==> src/rtl/store_buffer_if.sv <==
// Request/response and data-memory signal bundle for store_buffer.
// The pipeline and memory side uses the master modport. The buffer uses the slave modport.
interface store_buffer_if #(
    parameter int DM_ADDRESS = 9,
    parameter int DATA_W     = 32
);
    // Handshake: a request transfers on any cycle where req_valid && req_ready.
    // req_ready may depend combinationally on the request fields, because of the load hazard check.
    // While a request is stalled, the pipeline holds its fields stable.
    // ld_valid/ld_data answer an accepted load in that same cycle.
    logic                  req_valid;
    logic                  req_write;
    logic [DM_ADDRESS-1:0] req_addr;
    logic [DATA_W-1:0]     req_wdata;
    logic [2:0]            req_funct3;
    logic                  req_ready;
    logic                  ld_valid;
    logic [DATA_W-1:0]     ld_data;
    logic                  dm_MemRead;
    logic                  dm_MemWrite;
    logic [DM_ADDRESS-1:0] dm_a;
    logic [DATA_W-1:0]     dm_wd;
    logic [2:0]            dm_Funct3;
    logic [DATA_W-1:0]     dm_rd;

    modport slave (
        input  req_valid, req_write, req_addr, req_wdata, req_funct3, dm_rd,
        output req_ready, ld_valid, ld_data,
        output dm_MemRead, dm_MemWrite, dm_a, dm_wd, dm_Funct3
    );

    modport master (
        output req_valid, req_write, req_addr, req_wdata, req_funct3, dm_rd,
        input  req_ready, ld_valid, ld_data,
        input  dm_MemRead, dm_MemWrite, dm_a, dm_wd, dm_Funct3
    );
endinterface

==> src/rtl/store_buffer.sv <==
// FIFO store buffer in front of a single-ported data memory; drains in idle memory cycles.
// Optional macro SB_FWD_EN: LW hitting a buffered SW is answered from the youngest matching entry.
module store_buffer #(
    parameter int DEPTH      = 4,
    parameter int DM_ADDRESS = 9,
    parameter int DATA_W     = 32
) (
    input  logic                       clk,
    input  logic                       reset,
    store_buffer_if.slave              bus,
    output logic [$clog2(DEPTH+1)-1:0] sb_count,
    output logic                       sb_empty
);
    localparam int PW = (DEPTH > 1) ? $clog2(DEPTH) : 1;
    localparam int CW = $clog2(DEPTH + 1);
    localparam logic [PW-1:0] PTR_ONE = PW'(1);
    localparam logic [CW-1:0] CNT_ONE = CW'(1);
    localparam logic [CW-1:0] CNT_FULL = CW'(DEPTH);
    localparam logic [2:0] F3_WORD = 3'b010;

    logic [DM_ADDRESS-1:0] ent_addr [DEPTH];
    logic [DATA_W-1:0]     ent_data [DEPTH];
    logic [2:0]            ent_f3   [DEPTH];

    logic [PW-1:0] head;
    logic [PW-1:0] tail;
    logic [CW-1:0] count;

    logic [PW-1:0]    ent_off [DEPTH];
    logic [DEPTH-1:0] ent_valid;
    logic [DEPTH-1:0] ent_hit;
    logic             full;
    logic             hazard;
    logic             fwd_ok;
    logic             ready;
    logic             accept;
    logic             st_acc;
    logic             ld_acc;
    logic             drain;

    assign full = (count == CNT_FULL);

    // An entry is live when its distance from head is below count.
    always_comb begin
        ent_valid = '0;
        ent_hit   = '0;
        for (int i = 0; i < DEPTH; i++) begin
            ent_off[i]   = PW'(i) - head;
            ent_valid[i] = (CW'(ent_off[i]) < count);
            ent_hit[i]   = ent_valid[i] && (ent_addr[i] == bus.req_addr);
        end
    end

    assign hazard = bus.req_valid & ~bus.req_write & (|ent_hit);

`ifdef SB_FWD_EN
    logic              fwd_found;
    logic [2:0]        fwd_f3;
    logic [DATA_W-1:0] fwd_data;

    // Walk back from the newest entry so the youngest matching store wins.
    always_comb begin
        fwd_found = 1'b0;
        fwd_f3    = 3'b000;
        fwd_data  = '0;
        for (int k = 1; k <= DEPTH; k++) begin
            if (!fwd_found && (CW'(k) <= count) &&
                (ent_addr[tail - PW'(k)] == bus.req_addr)) begin
                fwd_found = 1'b1;
                fwd_f3    = ent_f3[tail - PW'(k)];
                fwd_data  = ent_data[tail - PW'(k)];
            end
        end
    end

    assign fwd_ok = hazard & fwd_found & (bus.req_funct3 == F3_WORD) & (fwd_f3 == F3_WORD);
`else
    assign fwd_ok = 1'b0;
`endif

    always_comb begin
        ready = 1'b0;
        if (reset) begin
            ready = 1'b0;
        end else if (bus.req_write) begin
            ready = ~full;
        end else begin
            ready = (~full & ~hazard) | fwd_ok;
        end
    end

    assign bus.req_ready = ready;
    assign accept = bus.req_valid & ready;
    assign st_acc = accept & bus.req_write;
    assign ld_acc = accept & ~bus.req_write;
    // Drain only when the memory port is not needed by an accepted request.
    assign drain = ~reset & (count != '0) & ~accept;

    always_comb begin
        bus.ld_valid    = 1'b0;
        bus.ld_data     = '0;
        bus.dm_MemRead  = 1'b0;
        bus.dm_MemWrite = 1'b0;
        bus.dm_a        = '0;
        bus.dm_wd       = '0;
        bus.dm_Funct3   = 3'b000;
        if (ld_acc) begin
            bus.ld_valid = 1'b1;
            if (fwd_ok) begin
`ifdef SB_FWD_EN
                bus.ld_data = fwd_data;
`endif
            end else begin
                bus.dm_MemRead = 1'b1;
                bus.dm_a       = bus.req_addr;
                bus.dm_Funct3  = bus.req_funct3;
                bus.ld_data    = bus.dm_rd;
            end
        end else if (drain) begin
            bus.dm_MemWrite = 1'b1;
            bus.dm_a        = ent_addr[head];
            bus.dm_wd       = ent_data[head];
            bus.dm_Funct3   = ent_f3[head];
        end
    end

    always_ff @(posedge clk) begin
        if (reset) begin
            head  <= '0;
            tail  <= '0;
            count <= '0;
        end else if (st_acc) begin
            tail  <= tail + PTR_ONE;
            count <= count + CNT_ONE;
        end else if (drain) begin
            head  <= head + PTR_ONE;
            count <= count - CNT_ONE;
        end
    end

    // Entry payload needs no reset: liveness comes from head/count only.
    always_ff @(posedge clk) begin
        if (st_acc) begin
            ent_addr[tail] <= bus.req_addr;
            ent_data[tail] <= bus.req_wdata;
            ent_f3[tail]   <= bus.req_funct3;
        end
    end

    assign sb_count = reset ? '0 : count;
    assign sb_empty = reset | (count == '0);
endmodule

==> src/flat_wrapper.sv <==
// flat-port wrapper written by rule: the top's interface ports become plain ports
module store_buffer_flat 
#(
    parameter int DEPTH      = 4,
    parameter int DM_ADDRESS = 9,
    parameter int DATA_W     = 32
)
  (clk, reset, sb_count, sb_empty, bus_req_valid, bus_req_write, bus_req_addr, bus_req_wdata, bus_req_funct3, bus_dm_rd, bus_req_ready, bus_ld_valid, bus_ld_data, bus_dm_MemRead, bus_dm_MemWrite, bus_dm_a, bus_dm_wd, bus_dm_Funct3);
  store_buffer_if #(.DM_ADDRESS(DM_ADDRESS), .DATA_W(DATA_W)) bus_i ();
  input  logic clk;
  input  logic reset;
  output logic [$clog2(DEPTH+1)-1:0] sb_count;
  output logic sb_empty;
  input wire logic [$bits(bus_i.req_valid)-1:0] bus_req_valid;
  input wire logic [$bits(bus_i.req_write)-1:0] bus_req_write;
  input wire logic [$bits(bus_i.req_addr)-1:0] bus_req_addr;
  input wire logic [$bits(bus_i.req_wdata)-1:0] bus_req_wdata;
  input wire logic [$bits(bus_i.req_funct3)-1:0] bus_req_funct3;
  input wire logic [$bits(bus_i.dm_rd)-1:0] bus_dm_rd;
  output wire logic [$bits(bus_i.req_ready)-1:0] bus_req_ready;
  output wire logic [$bits(bus_i.ld_valid)-1:0] bus_ld_valid;
  output wire logic [$bits(bus_i.ld_data)-1:0] bus_ld_data;
  output wire logic [$bits(bus_i.dm_MemRead)-1:0] bus_dm_MemRead;
  output wire logic [$bits(bus_i.dm_MemWrite)-1:0] bus_dm_MemWrite;
  output wire logic [$bits(bus_i.dm_a)-1:0] bus_dm_a;
  output wire logic [$bits(bus_i.dm_wd)-1:0] bus_dm_wd;
  output wire logic [$bits(bus_i.dm_Funct3)-1:0] bus_dm_Funct3;
  assign bus_i.req_valid = bus_req_valid;
  assign bus_i.req_write = bus_req_write;
  assign bus_i.req_addr = bus_req_addr;
  assign bus_i.req_wdata = bus_req_wdata;
  assign bus_i.req_funct3 = bus_req_funct3;
  assign bus_i.dm_rd = bus_dm_rd;
  assign bus_req_ready = bus_i.req_ready;
  assign bus_ld_valid = bus_i.ld_valid;
  assign bus_ld_data = bus_i.ld_data;
  assign bus_dm_MemRead = bus_i.dm_MemRead;
  assign bus_dm_MemWrite = bus_i.dm_MemWrite;
  assign bus_dm_a = bus_i.dm_a;
  assign bus_dm_wd = bus_i.dm_wd;
  assign bus_dm_Funct3 = bus_i.dm_Funct3;
  store_buffer #(.DEPTH(DEPTH), .DM_ADDRESS(DM_ADDRESS), .DATA_W(DATA_W)) u_core (.clk(clk), .reset(reset), .bus(bus_i), .sb_count(sb_count), .sb_empty(sb_empty));
endmodule
==> config.mk <==
export PLATFORM = sky130hd
export DESIGN_NAME = store_buffer_flat
export DESIGN_NICKNAME = d
export VERILOG_FILES = /design/src/rtl/store_buffer_if.sv /design/src/rtl/store_buffer.sv /design/src/flat_wrapper.sv
export SDC_FILE = /design/constraint.sdc
export NUM_CORES = 1
export LEC_CHECK = 0
export BUFFER_PORTS_ARGS = -buffer_cell sky130_fd_sc_hd__buf_2
export CAP_MARGIN = 20
export CORE_MARGIN = 8
export CORE_UTILIZATION = 40
export CTS_BUF_LIST = sky130_fd_sc_hd__clkbuf_8
export CTS_CLUSTER_SIZE = 28
export DETAILED_ROUTE_END_ITERATION = 16
export PLACE_DENSITY_LB_ADDON = 0.2
export SLEW_MARGIN = 10
export SYNTH_ARGS = -nofsm -noshare
export SYNTH_HDL_FRONTEND = slang
export SYNTH_SLANG_ARGS = --single-unit
==> constraint.sdc <==
create_clock -name clk -period 6.49 [get_ports clk]
set_input_delay 0.649 -clock clk [delete_from_list [all_inputs] [get_ports clk]]
set_output_delay 0.649 -clock clk [all_outputs]
set_load 0.01 [all_outputs]
# Word level (Yosys, flattened, before mapping)
# Memory sizes are Yosys's and may differ from the RTL's. A register that Yosys moved wholly into a read port is not among the register bits.
# Cells that the tools add are included.
# W data, S select, Z words.
# word_totals
reg_bits	7
latchBits	0
ram_bits	176
mem_bits_ro	0
in_bits	80
out_inout_bits	84
word_cells	70
memories	3
# op_classes
add_sub_neg	8
n_mul	0
div	0
order_cmp	4
n_eq_ne	5
shift	0
mux	23
n_bitwise	15
reduce_logical	9
# mem_list
memory	words	word_bits	rd	rd_clocked_by_memory_dff	wr	line	text
u_core.ent_data	4	32	1	1	1	store_buffer.sv:22	logic [DATA_W-1:0] ent_data [DEPTH];
u_core.ent_addr	4	9	5	1	1	store_buffer.sv:21	logic [DM_ADDRESS-1:0] ent_addr [DEPTH];
u_core.ent_f3	4	3	1	1	1	store_buffer.sv:23	logic [2:0] ent_f3 [DEPTH];
# ops
op	n
$mux W32	3
$eq A9 B9 Y1	4
$mux W9	2
$mux W3	5
$lt A2 B3 Y1	4
$mux W2	6
$and A1 B1 Y1	8
$mux W1	7
$not A1 Y1	6
$add A2 B1 Y2 const B	2
$logic_and A1 B1 Y1	4
$reduce_or A4 Y1	1
$sub A1 B2 Y2 const A	2
$sub A2 B2 Y2 const A	2
$add A3 B1 Y3 const B	1
$eq A3 B3 Y1 const B	1
$logic_not A3 Y1	1
$reduce_bool A3 Y1	1
$sub A3 B1 Y3 const B	1
$reduce_and A2 Y1	1
$reduce_bool A2 Y1	1
$or A1 B1 Y1	1

# Depth between registers and ports, before layout
# Gate-level depths: netlist of the first run.
# depth
ltp_word	15
depth_mapped	11
depth_no_buf	9

# Least setup slack after synthesis of the first run
# Ideal clock, no wire load.
# synth_timing
path_type	input to register
startpoint	input reset
endpoint	memory u_core.ent_addr[0][0] (enable)
setup_ps	406
t_arrival_ps	2868
t_required_ps	6084
slack_ps	3216
path_stages	6
path_buffers	3
cell_sequence	clkbuf_1 a31oi_1 and2_1 clkbuf_1 clkbuf_1 and3_1
# synth_via
elab_chain_len	5
# synth_lines
element	line	text
start, declared	flat_wrapper.sv:11	input logic reset;
$mux W1	store_buffer.sv:83	if (reset) begin
$and A1 B1 Y1	store_buffer.sv:93	assign accept = bus.req_valid & ready;
$and A1 B1 Y1	store_buffer.sv:94	assign st_acc = accept & bus.req_write;
$mux W1	store_buffer.sv:143	if (st_acc) begin
$mux W1 (not written as such)	store_buffer.sv:144	ent_addr[tail] <= bus.req_addr;
end, declared	store_buffer.sv:21	
# Every way passes these cells.

# Final worst setup path of the first run
# layout_timing
startpoint	register u_core.count[0]
endpoint	output bus_ld_data[18]
# layout_via
elab_chain_len	11
word_cells_on_any_way	19
cone_classes	order compare: 4; eq/ne: 1; mux: 3; bitwise: 6; reduce/logical: 5
# layout_lines
element	line	text
start, declared	store_buffer.sv:27	logic [CW-1:0] count;
start signal, assigned	store_buffer.sv:134	count <= count + CNT_ONE;
start signal, assigned	store_buffer.sv:137	count <= count - CNT_ONE;
$lt A2 B3 Y1	store_buffer.sv:49	ent_valid[i] = (CW'(ent_off[i]) < count);
$logic_and A1 B1 Y1	store_buffer.sv:50	ent_hit[i] = ent_valid[i] && (ent_addr[i] == bus.req_addr);
$reduce_or A4 Y1	store_buffer.sv:54	assign hazard = bus.req_valid & ~bus.req_write & (|ent_hit);
$and A1 B1 Y1	store_buffer.sv:54	
$not A1 Y1	store_buffer.sv:88	ready = (~full & ~hazard) | fwd_ok;
$and A1 B1 Y1	store_buffer.sv:88	
$mux W1 (*)	store_buffer.sv:85	end else if (bus.req_write) begin
$mux W1 (*)	store_buffer.sv:83	
$and A1 B1 Y1 (*)	store_buffer.sv:93	
$and A1 B1 Y1 (*)	store_buffer.sv:95	assign ld_acc = accept & ~bus.req_write;
$mux W32 (*)	store_buffer.sv:107	if (ld_acc) begin
end, declared	flat_wrapper.sv:22	output wire logic [$bits(bus_i.ld_data)-1:0] bus_ld_data;
# Mark *: on every way between the ends. The rest lies on a longest branch, timed or not.

==> run_results.csv, run 1 <==
group,metric,value,unit
critical_path,crit_path_start_kind,"flip-flop",
logic_synthesis,synth_cell_types,44,
pwr,power,3.027,mW
logic_synthesis,synth_area_per_cell,16.05,sq um
timing,max_slew.worst_pin.slew,1.033,ns
clock_network,cts_buffers,17,
logic_synthesis,synth_area,8443,sq um
global_routing,grt_pass1_wl,30080,microns
final_layout,layout-drive-gt1-share,39.50,%
logic_synthesis,yosysMostFrequentCell,"edfxtp_1",
run_status,status,"finished clean",
pwr,combinationalPowerShare,25.9,%
final_layout,fillers,1857,
clock_network,cts_setup_buffers,0,
global_routing,gr-usage-all-layers,15.04,%
global_routing,grt-ovfl-total,0,
placement,hpwl,12790,microns
placement,port_buffers,163,
routing,ant_nets,0,
critical_path,worst-path-buf-inv,2,
timing,setup-tns-final,0,ns
critical_path,required,5.84,ns
timing,rsz0062_at_grt,"false",
clock_network,clkTransAtPathRegs,0.10,ns
critical_path,crit_chain,"inv_1 > a31oi_1 > and2_1 > and3_1 > and2_1 > buf_2",
placement,numPlacedInstances,929,
critical_path,reg2reg_from,"u_core.count[0]",
placement,placed_cell_area,9463,sq um
hold_path,min_from,"bus_req_wdata[11]",
critical_path,rr_endpoint,"u_core.count[2]",
critical_path,worstSetupPathType,"flip-flop to output port",
clock_network,cts-htree-levels,4,
clock_network,insertion_delay,0.45,ns
pwr,peakVddDrop,168.0,uV
hold_path,hold_end,"u_core.ent_data[2][11]",
logic_synthesis,yosys-top-cells-count,"176 x edfxtp_1, 33 x and2_1, 32 x mux4_2, 32 x nor2b_1, 21 x xnor2_1",
pwr,cellLeakagePower,3.678,nW
final_layout,fin_cells,962,
routing,vias_per_cell,5.144,
pwr,power.switching,0.9290,mW
logic_synthesis,synth_cells,526,
routing,first_pass_iters,5,
hold_path,hold_path_depth,1,
pwr,cellPowerDensity,305.4,nW/um^2
die,die_h,161.3,microns
final_layout,multi_input_area,2746,sq um
critical_path,r2r_slack,2.98,ns
pwr,pwr-share-seq,47.9,%
critical_path,path_max_fanout,34,
logic_synthesis,synth-seq-cells,185,
pwr,power_frac_clock,26.2,%
final_layout,nets,763,
clock_network,cts-root-buf,"clkbuf_8",
critical_path,path_common_cell,"and2_1",
logic_synthesis,synth_largest_area_cell,"edfxtp_1",
timing,final.setup.worst_slack,2.342,ns
final_layout,area.growth.synth_to_final,17.38,%
critical_path,max_stage_delay,0.85,ns
routing,drt-initial-drc-count,275,
logic_synthesis,synth_area_leaders,"edfxtp_1 63%, mux4_2 8.5%, and2_1 2.4%",
die,io_pins,164,
logic_synthesis,synth_edf_count,176,
logic_synthesis,syn_nets,615,
critical_path,ff2ff_path_depth,9,
timing,hold_violations,0,
timing,fmax,0.2411,GHz
clock_network,cts_tree,"built",
placement,dpl_worst_slack,2.683,ns
pwr,internal-power,2.098,mW
critical_path,startpoint,"u_core.count[0]",
hold_path,hold_class,"input pin to flip-flop",
timing,holdWs,0.4045,ns
global_routing,grt_max_degree,57,
clock_network,ctsResizeCount,0,
die,coreArea,20890,sq um
logic_synthesis,yosysSeqAreaShare,64.73,%
die,start_util,40.42,%
die,die_x,161.3,microns
die,fp-row-count,53,
timing,skew,0.01395,ns
clock_network,ctsLongestPathBuffers,2,
global_routing,antenna_found_initial,4,
final_layout,seq_area,5470,sq um
die,die_area,26010,sq um
routing,wl,19270,microns
critical_path,arrival,3.50,ns
critical_path,crit_slowest_cell,"and2_1",
logic_synthesis,ys.warnings.count,0,
timing,relSlewSlack,31.11,%
critical_path,critPathCaptureType,"output port",
job,drv_cap,0,
routing,drc,0,
timing,fin_crit_sh,63.91,%
pwr,power.share.switching,30.69,%
routing,dr_total_vias,4949,
placement,gp_congestion,0.8566,
timing,final-setup-viol-count,0,
global_routing,grt_pass1_vias,5295,
logic_synthesis,synth_top_area_share,62.60,%
logic_synthesis,synth_ff_type,"edfxtp_1",
clock_network,hold_buffers,0,
critical_path,cpLargestDelayFamily,"simple AND/OR/NAND/NOR gates",
final_layout,final_cell_area,9911,sq um
timing,slew_viol_final,0,
logic_synthesis,ys_async_sr_fraction,0,%
clock_network,cts.sinks,185,
timing,final.min_clock_period,4.148,ns
final_layout,final_core_util,47.45,%
routing,wl_per_cell,20.03,microns
power by group through the flow:
stage / logic (mW) / registers, mW / clock network (mW)
global placement: 0.770 / 1.48 / 0
detailed placement: 0.782 / 1.48 / 0
global route: 0.865 / 1.47 / 0.860
floorplan: 0.615 / 1.39 / 0
CTS: 0.788 / 1.46 / 0.820
finish: 0.784 / 1.45 / 0.794
state kept, by name (all words and copies together) (netlist names), named ones only:
register         count
u_core.ent_f3       12
u_core.count         3
u_core.ent_addr     36
u_core.tail          2
u_core.head          2
u_core.ent_data    128
layout by cell type, fill, tap and decap left out, types with 2 or more instances in the layout:
cell type,count
xor2_1,17
and3_2,4
and3_1,3
clkinvlp_4,3
o21ai_1,2
dfxtp_1,7
o41ai_2,8
or3_1,12
mux4_2,32
inv_1,11
clkinv_8,2
mux2i_1,15
o21ai_0,14
a21boi_0,2
buf_2,163
buf_4,6
edfxtp_1,176
inv_6,3
a31oi_1,2
a21oi_1,6
clkbuf_8,17
xnor2_1,21
mux2_2,15
o41ai_1,4
inv_8,3
nor2b_1,32
nand2_1,18
bufinv_16,2
nor4_1,2
a41o_1,12
nand3_1,2
nor3_1,2
ha_1,8
nor2_1,8
nand4_1,4
and2_1,33
area by class of cell:
type / instances / share of cell area [%]
Sequential cell: 185 / 55.20
Inverter: 11 / 0.4166
Timing Repair Buffer: 170 / 8.964
Tap cell: 275 / 3.472
Clock buffer: 17 / 2.361
Clock inverter: 14 / 1.856
Antenna cell: 1 / 0.02525
Multi-Input combinational cell: 289 / 27.71
per-layer routing:
layer  wire length (microns)  part of all wire (%)  global-route usage (%)  up-vias
met5                      33                  0.17                       0        -
met2                    9664                    50                   25.92      151
met1                    8126                    42                   17.76     2470
met4                     174                  0.90                   3.956        6
met3                    1272                   6.6                   4.963       16
li1                        -                     -                       -     2306
kinds of logic (layout without fill, tap and decap cells):
logic type | after synthesis | in the layout | synth area share [%]
simple gates | 124 | 124 | 8.817
mux | 62 | 62 | 12.31
buf+inv | 52 | 212 | 2.890
fa+ha+maj | 9 | 9 | 1.423
xor+xnor | 38 | 38 | 3.942
other cells | 0 | 1 | 0
flops | 185 | 185 | 64.73
compound gates | 56 | 56 | 5.883
worst reg2reg max path, delay by kind of cell, from the launching register on:
kind	cells	cell delay [ns]
flip-flops	1	0.51
adder cells (fa/ha/maj)	1	0.54
AO/OA/AOI/OAI	4	0.64
buffers and inverters	1	0.15
AND/OR/NAND/NOR	2	1.21
multiplexers	1	0.34
worst max-delay path by stage:
stage / to / slack (ns) / depth (start not counted)
floorplan: u_core.ent_addr[0][0] / 3.22 / 6
global placement: bus_ld_data[18] / 2.85 / 6
detailed placement: bus_ld_data[18] / 2.68 / 6
CTS: bus_ld_data[18] / 2.30 / 6
global route: bus_ld_data[18] / 2.01 / 6
finish: bus_ld_data[18] / 2.34 / 6
Power figures use the tool's default switching activity.
==> run 2, diff against run 1 <==
- clock period: 6.49 -> 3.9 ns (I/O delays scaled with it)
==> run 2 against run 1 <==
Effect of this change: combinational power up 72%; final cell count increased by 0.94%; total power grew 62%; routed wire length rose by 1.2%; global-route usage is essentially flat; utilization increased by 0.096 points; sequential power is 66% higher; die area stayed put; critical path depth increased by 5; register-to-register slack lost 2.1 ns; via count increased by 1.6%; largest cell class unchanged; largest power group unchanged.
==> run_results.csv, run 2 (synthesis results as in run 1) <==
group,metric,value,unit
run_status,status,"finished clean",
timing,holdWs,0.1509,ns
job,drv_cap,0,
clock_network,cts_tree,"built",
final_layout,reg_top3,"u_core.ent_data x128, u_core.ent_addr x36, u_core.ent_f3 x12",
hold_path,hold_class,"input pin to flip-flop",
critical_path,required,3.51,ns
global_routing,grt_pass1_vias,5282,
routing,dr_total_vias,5030,
timing,setup-tns-final,0,ns
final_layout,area.growth.synth_to_final,17.62,%
die,die_h,161.3,microns
timing,final-setup-viol-count,0,
critical_path,path_max_fanout,19,
clock_network,cts-htree-levels,4,
hold_path,hold_path_depth,1,
final_layout,most-common-layout-cells,"176 x edfxtp_1, 163 x buf_2, 33 x and2_1, 32 x mux4_2, 32 x nor2b_1",
global_routing,gr-usage-all-layers,15.00,%
final_layout,largest_reg_flops,128,
placement,port_buffers,163,
routing,met1_length,8105,microns
final_layout,antenna_cells,0,
routing,wl_per_cell,20.09,microns
final_layout,fin_cells,971,
die,start_util,40.42,%
clock_network,cts.sinks,185,
timing,hold_violations,0,
die,die_x,161.3,microns
timing,slew_viol_final,0,
clock_network,ctsLongestPathBuffers,2,
routing,route.met2.wl,9839,microns
routing,route.met3.wl,1252,microns
clock_network,clkTransAtPathRegs,0.10,ns
critical_path,worstSetupPathType,"flip-flop to output port",
critical_path,max_stage_delay,0.60,ns
global_routing,antenna_found_initial,3,
final_layout,layout_commonest_cell,"edfxtp_1",
pwr,peakVddDrop,255.5,uV
timing,final.setup.worst_slack,0.3143,ns
routing,ant_nets,0,
clock_network,insertion_delay,0.45,ns
placement,dpl_worst_slack,0.6556,ns
global_routing,grt_max_degree,50,
placement,numPlacedInstances,940,
timing,rsz0062_at_grt,"false",
global_routing,grt_pass1_wl,30100,microns
final_layout,top_register,"u_core.ent_data",
timing,final.min_clock_period,3.586,ns
pwr,cellPowerDensity,495.3,nW/um^2
critical_path,crit_slowest_cell,"o21ai_4",
critical_path,critPathCaptureType,"output port",
timing,skew,0.01406,ns
final_layout,final_core_util,47.54,%
global_routing,grt-ovfl-total,0,
timing,max_slew.worst_pin.slew,0.9996,ns
routing,wl,19510,microns
final_layout,layout-drive-gt1-share,40.09,%
timing,fin_crit_sh,91.94,%
timing,fmax,0.2789,GHz
die,fp-row-count,53,
routing,routed.top_layer,"met5",
die,io_pins,164,
critical_path,arrival,3.20,ns
routing,drc,0,
clock_network,cts_buffers,17,
critical_path,crit_chain,"xnor2_1 > inv_1 > ha_1 > a21oi_1 > nor2_1 > o31ai_4 > o31a_2 > o21ai_4 > buf_12 > nor2b_1 > buf_2",
timing,relSlewSlack,33.28,%
pwr,cellLeakagePower,3.711,nW
final_layout,fillers,1798,
placement,hpwl,13490,microns
clock_network,cts-root-buf,"clkbuf_8",
critical_path,ff2ff_path_depth,9,
final_layout,nets,773,
clock_network,hold_buffers,0,
critical_path,crit_path_start_kind,"flip-flop",
routing,vias_per_cell,5.180,
routing,first_pass_iters,4,
placement,gp_congestion,0.8674,
die,die_area,26010,sq um
clock_network,cts_setup_buffers,0,
routing,drt-initial-drc-count,170,
die,coreArea,20890,sq um
==> run 2: worst paths after layout <==
kind                                              end  slack [ns]        startpoint
worst min-delay path            u_core.ent_data[3][2]        0.15  bus_req_wdata[2]
worst max register to register        u_core.count[2]        0.91   u_core.count[0]
worst max-delay path                    bus_dm_wd[18]        0.31    u_core.head[0]
worst min register to register              flip-flop        0.55    u_core.head[1]
==> run 2: report_power, final <==
group / leakage [nW] / switching [mW] / internal (mW) / total [mW]
sequential: 1.66 / 0.153 / 2.24 / 2.40
clock: 0.183 / 0.669 / 0.508 / 1.18
combinational: 1.86 / 0.678 / 0.668 / 1.35
total: 3.71 / 1.50 / 3.42 / 4.92
==> run 2: area by class of cell <==
cell class	count	area, sq um	share of cell area [%]
clock buffer	17	234.0	2.356
clock inverter	14	125.1	1.260
inverter	11	41.29	0.4158
multi-input combinational	289	2748	27.67
sequential	185	5470	55.08
tap	275	344.1	3.465
timing repair buffer	180	968.4	9.752
==> run 2: routing by layer <==
layer	track usage (%)	up-vias
li1	-	2325
met1	17.49	2504
met2	25.94	172
met3	4.887	23
met4	4.461	6
met5	0	-
==> run 2: critical path: cells and delay by family (launching register included) <==
kind,cells,cell delay (ns)
flops,1,0.47
xor+xnor,1,0.18
fa+ha+maj,1,0.29
buf+inv,3,0.45
compound gates,4,1.13
simple gates,2,0.22
==> run 2: what timing repair did <==
action	CTS	global route
gates resized for setup	0	1
endpoints found under the setup margin	0	32
hold endpoints to repair	0	0
==> run 2: stage by stage <==
step | total power, mW | area (sq um)
6_report | 4.918 | 9931
5_1_grt | 5.178 | 9931
4_1_cts | 4.993 | 9930
3_5_place_dp | 3.813 | 9570
3_3_place_gp | 3.787 | 9570
2_1_floorplan | 3.342 | 8443
==> run 3, diff against run 2 <==
- CORE_UTILIZATION: 40 -> 35
==> run 3 against run 2 <==
Effect of this change: combinational power about the same; via count shrank 0.20%; fmax up 0.76%; largest power group unchanged.
==> run_results.csv, run 3 (synthesis results as in run 1) <==
group,metric,value,unit
die,io_pins,164,
job,drv_cap,0,
clock_network,cts-htree-levels,4,
hold_path,hold_class,"input pin to flip-flop",
pwr,peakVddDrop,265.4,uV
clock_network,cts.sinks,185,
global_routing,grt_pass1_wl,30310,microns
clock_network,cts_tree,"built",
routing,drc,0,
routing,first_pass_iters,4,
final_layout,top_register,"u_core.ent_data",
final_layout,largest_reg_flops,128,
routing,dr_total_vias,5020,
critical_path,cpLargestDelayFamily,"compound AO/OA/AOI/OAI gates",
routing,wl_per_cell,19.80,microns
critical_path,crit_path_start_kind,"flip-flop",
timing,fin_crit_sh,91.24,%
clock_network,insertion_delay,0.46,ns
clock_network,cts-root-buf,"clkbuf_8",
timing,final.min_clock_period,3.558,ns
global_routing,gr-usage-all-layers,13.75,%
critical_path,crit_chain,"inv_1 > ha_1 > a21oi_1 > o21ai_1 > nand4_1 > nor4_4 > nor3_4 > buf_4 > o41ai_2 > a41o_1 > buf_2",
die,die_h,171.3,microns
clock_network,ctsLongestPathBuffers,2,
routing,drt-initial-drc-count,200,
placement,port_buffers,163,
critical_path,path_max_fanout,18,
final_layout,fillers,2268,
critical_path,worstSetupPathType,"flip-flop to output port",
final_layout,fin_cells,1022,
timing,final-setup-viol-count,0,
critical_path,worst-path-buf-inv,3,
clock_network,cts_buffers,17,
timing,setup-tns-final,0,ns
routing,vias_per_cell,4.912,
placement,hpwl,13690,microns
final_layout,antenna_cells,0,
final_layout,final_cell_area,10050,sq um
die,coreArea,24030,sq um
placement,numPlacedInstances,985,
die,die_area,29350,sq um
run_status,status,"finished clean",
critical_path,arrival,3.17,ns
placement,gp_congestion,0.9069,
final_layout,area.growth.synth_to_final,19.00,%
final_layout,most-common-layout-cells,"176 x edfxtp_1, 163 x buf_2, 33 x and2_1, 32 x mux4_2, 32 x nor2b_1",
pwr,cellLeakagePower,3.720,nW
die,die_x,171.3,microns
timing,hold_violations,0,
critical_path,required,3.51,ns
placement,dpl_worst_slack,0.4045,ns
global_routing,grt-ovfl-total,0,
timing,rsz0062_at_grt,"false",
clock_network,hold_buffers,0,
timing,final.setup.worst_slack,0.3415,ns
critical_path,crit_slowest_cell,"nor4_4",
global_routing,grt_max_degree,48,
timing,slew_viol_final,0,
global_routing,antenna_found_initial,3,
die,fp-row-count,57,
pwr,cellPowerDensity,496.0,nW/um^2
final_layout,layout-drive-gt1-share,40.40,%
final_layout,layout_commonest_cell,"edfxtp_1",
final_layout,nets,774,
final_layout,reg_top3,"u_core.ent_data x128, u_core.ent_addr x36, u_core.ent_f3 x12",
routing,wl,20240,microns
critical_path,critPathCaptureType,"output port",
critical_path,max_stage_delay,0.39,ns
clock_network,clkTransAtPathRegs,0.11,ns
timing,relSlewSlack,48.38,%
timing,skew,0.01706,ns
routing,ant_nets,0,
placement,placed_cell_area,9617,sq um
global_routing,grt_pass1_vias,5401,
timing,max_slew.worst_pin.slew,0.7744,ns
die,start_util,35.13,%
timing,fmax,0.2810,GHz
-- run 3: worst paths after layout --
check        slack, ns  cells past startpoint                      to         startpoint
min               0.14                      1  u_core.ent_data[3][14]  bus_req_wdata[14]
min reg2reg       0.54                      2               flip-flop     u_core.head[1]
max               0.34                     11        bus_dm_Funct3[0]    u_core.count[1]
max reg2reg       0.82                      9         u_core.count[2]    u_core.count[0]
-- run 3: routing by layer --
layer / part of all wire (%) / wire length [microns] / global-route usage (%)
met5: 0.16 / 33 / 0
met3: 8.2 / 1650 / 4.131
met1: 42 / 8545 / 16.56
met2: 49 / 9923 / 24.05
met4: 0.42 / 86 / 2.836
-- run 3: cell type report --
class | count | area, sq um | area share (%)
clock buffer | 17 | 234.0 | 2.329
clock inverter | 15 | 145.1 | 1.445
inverter | 11 | 41.29 | 0.4110
multi-input combinational | 289 | 2760 | 27.47
sequential | 185 | 5473 | 54.47
tap | 324 | 405.4 | 4.035
timing repair buffer | 181 | 988.4 | 9.838
-- run 3: timing repair --
action                                  4_1_cts  5_1_grt
endpoints found under the setup margin       35       46
endpoints found under the hold margin         0        0
pin swaps                                     1        1
gates resized for setup                       1        2
setup buffers                                 2        3
-- run 3: through the flow --
step,util [%],hold slack (ns),power (mW)
after detailed placement,40.01,0.5301,3.821
after floorplan,-,0.4889,3.342
after global routing,41.80,0.1008,5.267
after global placement,40.01,0.5373,3.798
final,41.80,0.1434,4.983
after CTS,41.66,0.09930,5.067
-- run 3: report_power, final --
group	total, mW	switching (mW)	internal [mW]
sequential	2.43	0.182	2.24
clock	1.23	0.710	0.519
combinational	1.33	0.663	0.665
